--- config.mk ---
export PLATFORM = sky130hd
export DESIGN_NAME = dht11_sensor_emu
export DESIGN_NICKNAME = d
export VERILOG_FILES = /design/src/rtl/dht11_sensor_emu.sv
export SDC_FILE = /design/constraint.sdc
export NUM_CORES = 1
export LEC_CHECK = 0
export BUFFER_PORTS_ARGS = -buffer_cell sky130_fd_sc_hd__buf_2
export CORE_ASPECT_RATIO = 1.4
export CORE_MARGIN = 2
export CORE_UTILIZATION = 30
export CTS_BUF_LIST = sky130_fd_sc_hd__clkbuf_4 sky130_fd_sc_hd__clkbuf_8
export DETAILED_ROUTE_END_ITERATION = 12
export PLACE_DENSITY = 0.43
export SLEW_MARGIN = 20
export SYNTH_ARGS = -nofsm -noshare
export SYNTH_HDL_FRONTEND = slang
export SYNTH_SLANG_ARGS = --single-unit
--- constraint.sdc ---
create_clock -name clk -period 7.7 [get_ports clk]
set_input_delay 0.77 -clock clk [delete_from_list [all_inputs] [get_ports clk]]
set_output_delay 0.77 -clock clk [all_outputs]
set_load 0.01 [all_outputs]
--- src/rtl/dht11_sensor_emu.sv ---
// DHT11 sensor emulator: detects the host start pulse on the open-drain data
// line, then answers with the response preamble and a 40-bit measurement
// frame using DHT11 pulse-width bit encoding.
//
// state    | meaning
// ---------+--------------------------------------------------------------
// IDLE     | bus released, waiting for the host to pull the line low
// HOST_LOW | measuring the host low time (up-count, saturating)
// TURN     | bus released for the turnaround gap before responding
// RESP_L   | response preamble, low phase
// RESP_H   | response preamble, high phase
// BIT_L    | low slot preceding each data bit
// BIT_H    | high phase whose length encodes the current data bit
// END_L    | final low slot, then release and signal frame completion
module dht11_sensor_emu #(
  parameter int START_MIN_LOW = 1000000,
  parameter int TURN_DELAY    = 3000,
  parameter int RESP_LOW      = 8000,
  parameter int RESP_HIGH     = 8000,
  parameter int BIT_LOW       = 5000,
  parameter int BIT_HIGH_0    = 2700,
  parameter int BIT_HIGH_1    = 7000
) (
  input  logic       clk,
  input  logic       rst_n,
  input  logic       dht11_data_i,
  output logic       dht11_data_o,
  output logic       dht11_data_o_en,
  input  logic [7:0] hum_int,
  input  logic [7:0] hum_dec,
  input  logic [7:0] temp_int,
  input  logic [7:0] temp_dec,
  input  logic       err_inject,
  output logic       busy,
  output logic       frame_done
);

  typedef enum logic [2:0] {
    IDLE, HOST_LOW, TURN, RESP_L, RESP_H, BIT_L, BIT_H, END_L
  } state_t;

  // Phase timers load (duration - 1) and expire when they reach zero, so each
  // timed state lasts exactly its configured number of cycles.
  localparam logic [20:0] T_START  = 21'(START_MIN_LOW - 1);
  localparam logic [20:0] T_TURN   = 21'(TURN_DELAY - 1);
  localparam logic [20:0] T_RESP_L = 21'(RESP_LOW - 1);
  localparam logic [20:0] T_RESP_H = 21'(RESP_HIGH - 1);
  localparam logic [20:0] T_BIT_L  = 21'(BIT_LOW - 1);
  localparam logic [20:0] T_BIT_H0 = 21'(BIT_HIGH_0 - 1);
  localparam logic [20:0] T_BIT_H1 = 21'(BIT_HIGH_1 - 1);
  localparam logic [20:0] T_MAX    = '1;
  localparam logic [5:0]  LAST_BIT = 6'd39;

  logic        sync_ff1;
  logic        sync;
  state_t      state,   state_nx;
  logic [20:0] timer,   timer_nx;
  logic [5:0]  bit_idx, bit_idx_nx;
  logic [39:0] frame,   frame_nx;
  logic        busy_nx;
  logic        done_nx;
  logic        o_nx;
  logic        oen_nx;
  logic        tc;
  logic [7:0]  sum_bytes;
  logic [7:0]  csum;
  logic [5:0]  bit_sel;
  logic        cur_bit;

  assign tc        = (timer == 21'd0);
  assign sum_bytes = hum_int + hum_dec + temp_int + temp_dec;
  assign csum      = err_inject ? ~sum_bytes : sum_bytes;
  assign bit_sel   = LAST_BIT - bit_idx;
  assign cur_bit   = frame[bit_sel];

  // Two-flop synchronizer; idles high like the pulled-up bus.
  always_ff @(posedge clk or negedge rst_n) begin
    if (!rst_n) begin
      sync_ff1 <= 1'b1;
      sync     <= 1'b1;
    end else begin
      sync_ff1 <= dht11_data_i;
      sync     <= sync_ff1;
    end
  end

  // State, timer, frame and output registers.
  always_ff @(posedge clk or negedge rst_n) begin
    if (!rst_n) begin
      state           <= IDLE;
      timer           <= '0;
      bit_idx         <= '0;
      frame           <= '0;
      busy            <= 1'b0;
      frame_done      <= 1'b0;
      dht11_data_o    <= 1'b1;
      dht11_data_o_en <= 1'b0;
    end else begin
      state           <= state_nx;
      timer           <= timer_nx;
      bit_idx         <= bit_idx_nx;
      frame           <= frame_nx;
      busy            <= busy_nx;
      frame_done      <= done_nx;
      dht11_data_o    <= o_nx;
      dht11_data_o_en <= oen_nx;
    end
  end

  // Next-state logic; pad outputs are decoded from the next state so the
  // registered drive lines up with the state register.
  always_comb begin
    state_nx   = state;
    timer_nx   = timer;
    bit_idx_nx = bit_idx;
    frame_nx   = frame;
    busy_nx    = busy;
    done_nx    = 1'b0;
    o_nx       = 1'b1;
    oen_nx     = 1'b0;

    case (state)
      IDLE: begin
        if (!sync) begin
          state_nx = HOST_LOW;
          timer_nx = '0;
        end
      end
      HOST_LOW: begin
        if (sync) begin
          if (timer >= T_START) begin
            state_nx = TURN;
            timer_nx = T_TURN;
            busy_nx  = 1'b1;
          end else begin
            state_nx = IDLE;
          end
        end else if (timer != T_MAX) begin
          timer_nx = timer + 21'd1;
        end
      end
      TURN: begin
        if (tc) begin
          state_nx = RESP_L;
          timer_nx = T_RESP_L;
          frame_nx = {hum_int, hum_dec, temp_int, temp_dec, csum};
        end else begin
          timer_nx = timer - 21'd1;
        end
      end
      RESP_L: begin
        if (tc) begin
          state_nx = RESP_H;
          timer_nx = T_RESP_H;
        end else begin
          timer_nx = timer - 21'd1;
        end
      end
      RESP_H: begin
        if (tc) begin
          state_nx   = BIT_L;
          timer_nx   = T_BIT_L;
          bit_idx_nx = '0;
        end else begin
          timer_nx = timer - 21'd1;
        end
      end
      BIT_L: begin
        if (tc) begin
          state_nx = BIT_H;
          timer_nx = cur_bit ? T_BIT_H1 : T_BIT_H0;
        end else begin
          timer_nx = timer - 21'd1;
        end
      end
      BIT_H: begin
        if (tc) begin
          timer_nx = T_BIT_L;
          if (bit_idx == LAST_BIT) begin
            state_nx = END_L;
          end else begin
            state_nx   = BIT_L;
            bit_idx_nx = bit_idx + 6'd1;
          end
        end else begin
          timer_nx = timer - 21'd1;
        end
      end
      END_L: begin
        if (tc) begin
          state_nx = IDLE;
          timer_nx = '0;
          busy_nx  = 1'b0;
          done_nx  = 1'b1;
        end else begin
          timer_nx = timer - 21'd1;
        end
      end
      default: begin
        state_nx = IDLE;
      end
    endcase

    case (state_nx)
      RESP_L, BIT_L, END_L: begin
        oen_nx = 1'b1;
        o_nx   = 1'b0;
      end
      RESP_H, BIT_H: begin
        oen_nx = 1'b1;
        o_nx   = 1'b1;
      end
      default: begin
        oen_nx = 1'b0;
        o_nx   = 1'b1;
      end
    endcase
  end

endmodule

==> summary.txt <==
Place
  • Quantity of I/O buffers inserted on ports: 39
  • Routability cong.: 0.879
  • Detailed Place HPWL: 11.3 mm

Synth
  • Primary FF master, synth: dfrtp_1
  • Synth unique cells: between 70 and 80
  • Sequential area share after synthesis: 0.354
  • Post-synth top area share: 0.339
  • Synth Register Bits: 76
  • Post-synth top cells: dfrtp_1 (73), nand2_1 (43), o21ai_0 (33)
  • Most numerous cell in the Yosys netlist: dfrtp_1
  • Post-synth EDFFs: 0
  • Ys async rst share: 1.00
  • Yosys top cell by area: dfrtp_1
  • Synth warn: 0
  • Post-Syn Area per Cell: ~10 sq um
  • Post-Syn Area: 0.00538 sq mm
  • Dominant cells by area after synthesis: dfrtp_1 (34%), fa_1 (5.2%), xnor2_1 (5.0%), mux2_4 (4.5%), mux2_2 (4.4%)
  • Syn Nets: a little under 600
  • Post-Syn Instances: 534

STA
  • Clk_skew: 15.8 ps
  • Fin Setup TNS: 0 ps
  • Transition time of the tightest slew-check pin: 950 ps
  • # setup viols final: 0
  • Tcrit/Tclk final: 0.424
  • Slew headroom: 0.361
  • Slew Limit Fails: 0
  • RSZ-0062 raised after global routing: false
  • Final Critical Period: about 3300 ps
  • FMAX: 307 MHz
  • Worst hold slack: 271 ps
  • Endpoints failing hold: 0

CTS
  • Root Buffer: clkbuf_8
  • Clock Tree Buf Depth: 2
  • Sink Count: 76
  • Worst-Skew Late Latency: 370 ps
  • H-tree Lvls: 3
  • Postcts setup bufs: 0
  • Resize count post-CTS: 0
  • CTS tree: yes
  • Clk slew on worst S/H paths: 90 ps
  • Clock buffer count from CTS: 9
  • Post-CTS Hold Buffers: 0

Die
  • Core area: approximately 0.018 sq mm
  • Ports: 40
  • Die area: approximately 0.019 sq mm
  • Die X: around 120 um
  • Std-Cell Rows: 58
  • Die height: ~160 um
  • Starting density of the core: 0.303

Final layout
  • FILL cells: 1841
  • ANT cells: 0
  • Sequential cell area: 0.00191 sq mm
  • Layout overhead on the synthesized area: 10.6%
  • Final Core Density: 0.335
  • Layout cell share with drive strength beyond 1: 0.219
  • Multi-input logic area: around 0.0033 sq mm
  • Nets@finish: 610

Drt
  • Vias/cell: 5.29
  • Via Count: 4193
  • 1st-iter DRT viols: 220
  • Residual DRC: 0
  • DR WL/cell: 19.2 um
  • Post-DRT Antenna Nets: 0
  • TritonRoute pass-1 iters: 6
  • Final wirelength: roughly 15 mm

Pwr
  • Lkg Pwr: 2.43 nW
  • VDD IR-drop max: roughly 90 uV
  • Pwr/cell area: between 150 and 200 mW/mm^2

Critical path
  • R2R depth: 8
  • CP Capture Type: flip-flop
  • Critical Path RT: 7960 ps
  • Worst Path Arrival: 3520 ps
  • Critical path type: flip-flop to flip-flop
  • CP max FO: 20
  • CP Launch Type: flip-flop

Flow run
  • Max_cap viols: 0

Worst hold path
  • Hold crit path type: primary input to async pin

GRT
  • Gr ovfl total: 0
  • Vias in the first global route: 4309
  • Initial antenna violation count: 0
  • First-pass GRT wire length: 24.4 mm
  • Total GRT Usage: 0.170
  • Pin count of the biggest net entering global routing: 58

Outcome
  • Outcome: finished clean
metal layers:
layer	track usage	up-vias	share of wire
met1	0.204	2056	0.40
li1	-	1991	-
met5	0	-	0
met2	0.297	125	0.53
met3	0.0298	21	0.041
met4	0.0647	0	0.026
critical path: stages (launching register included):
cell,delay [ps]
dfrtp_1,600
ha_1,430
nand2_1,100
nor3_1,600
nand3_1,370
o211ai_1,360
buf_4,370
mux2i_1,210
o21ai_0,90
cell type report:
| cell class | instances | share of cell area |
|---|---|---|
| clock buffer | 10 | 0.0221 |
| timing repair buffer | 45 | 0.0408 |
| sequential | 76 | 0.320 |
| tap | 240 | 0.0505 |
| inverter | 7 | 0.00441 |
| multi-input combinational | 408 | 0.547 |
| clock inverter | 6 | 0.0149 |
cells in the final DEF (no fill, tap or decap), types with 8 or more instances in the layout:
cell type / n
o21ai_0: 33
nand4_1: 9
nor3_1: 13
mux2_2: 21
a21oi_1: 13
nand2_1: 43
fa_1: 14
dfrtp_1: 73
buf_2: 38
clkbuf_8: 9
nand3_1: 26
mux2_4: 16
mux2i_1: 10
nor2_1: 31
xnor2_1: 31
ha_1: 13
and3_1: 9
mux4_2: 8
sequential cells by signal, summed over array words and instances, names as in the netlist:
signal and count:
state 3, timer 21, frame 40, busy 1, sync 1, sync_ff1 1, frame_done 1, bit_idx 6
dht11_data_o_en 1, dht11_data_o 1
through the flow:
stage                     instance area [sq um]  power (mW)  std cells  setup slack [ps]
after floorplan                            5380       0.638        534              4470
after global placement                     5730       0.719        776              4180
after detailed placement                   5730       0.721        776              4160
after CTS                                  5950        1.08        792              4460
after global routing                       5950        1.13        792              4200
final                                      5950        1.07        792              4440
cells by family (layout without fill, tap and decap cells):
family,count (synthesis),after routing,synth area share
compound gates,114,114,0.146
xor+xnor,38,38,0.0618
fa+ha+maj,27,27,0.0823
buf+inv,50,68,0.0421
flops,76,76,0.354
mux,55,55,0.141
simple gates,174,174,0.173
power by group:
part / switching (mW) / leakage (nW) / total (mW) / internal, mW
registers: 0.0301 / 0.925 / 0.447 / 0.417
logic: 0.141 / 1.40 / 0.264 / 0.123
clock network: 0.170 / 0.106 / 0.356 / 0.186
total: 0.341 / 2.43 / 1.07 / 0.726
final timing paths:
| check | from | end | slack [ps] |
|---|---|---|---|
| min in group clk | sync_ff1 | sync | 360 |
| max in group asynchronous | rst_n | frame[18] | 6380 |
| max reg2reg | timer[0] | timer[7] | 4440 |
| max | timer[0] | timer[7] | 4440 |
| min | rst_n | timer[11] | 270 |
| min reg2reg | sync_ff1 | sync | 360 |
(Power assumes the default switching activity.)
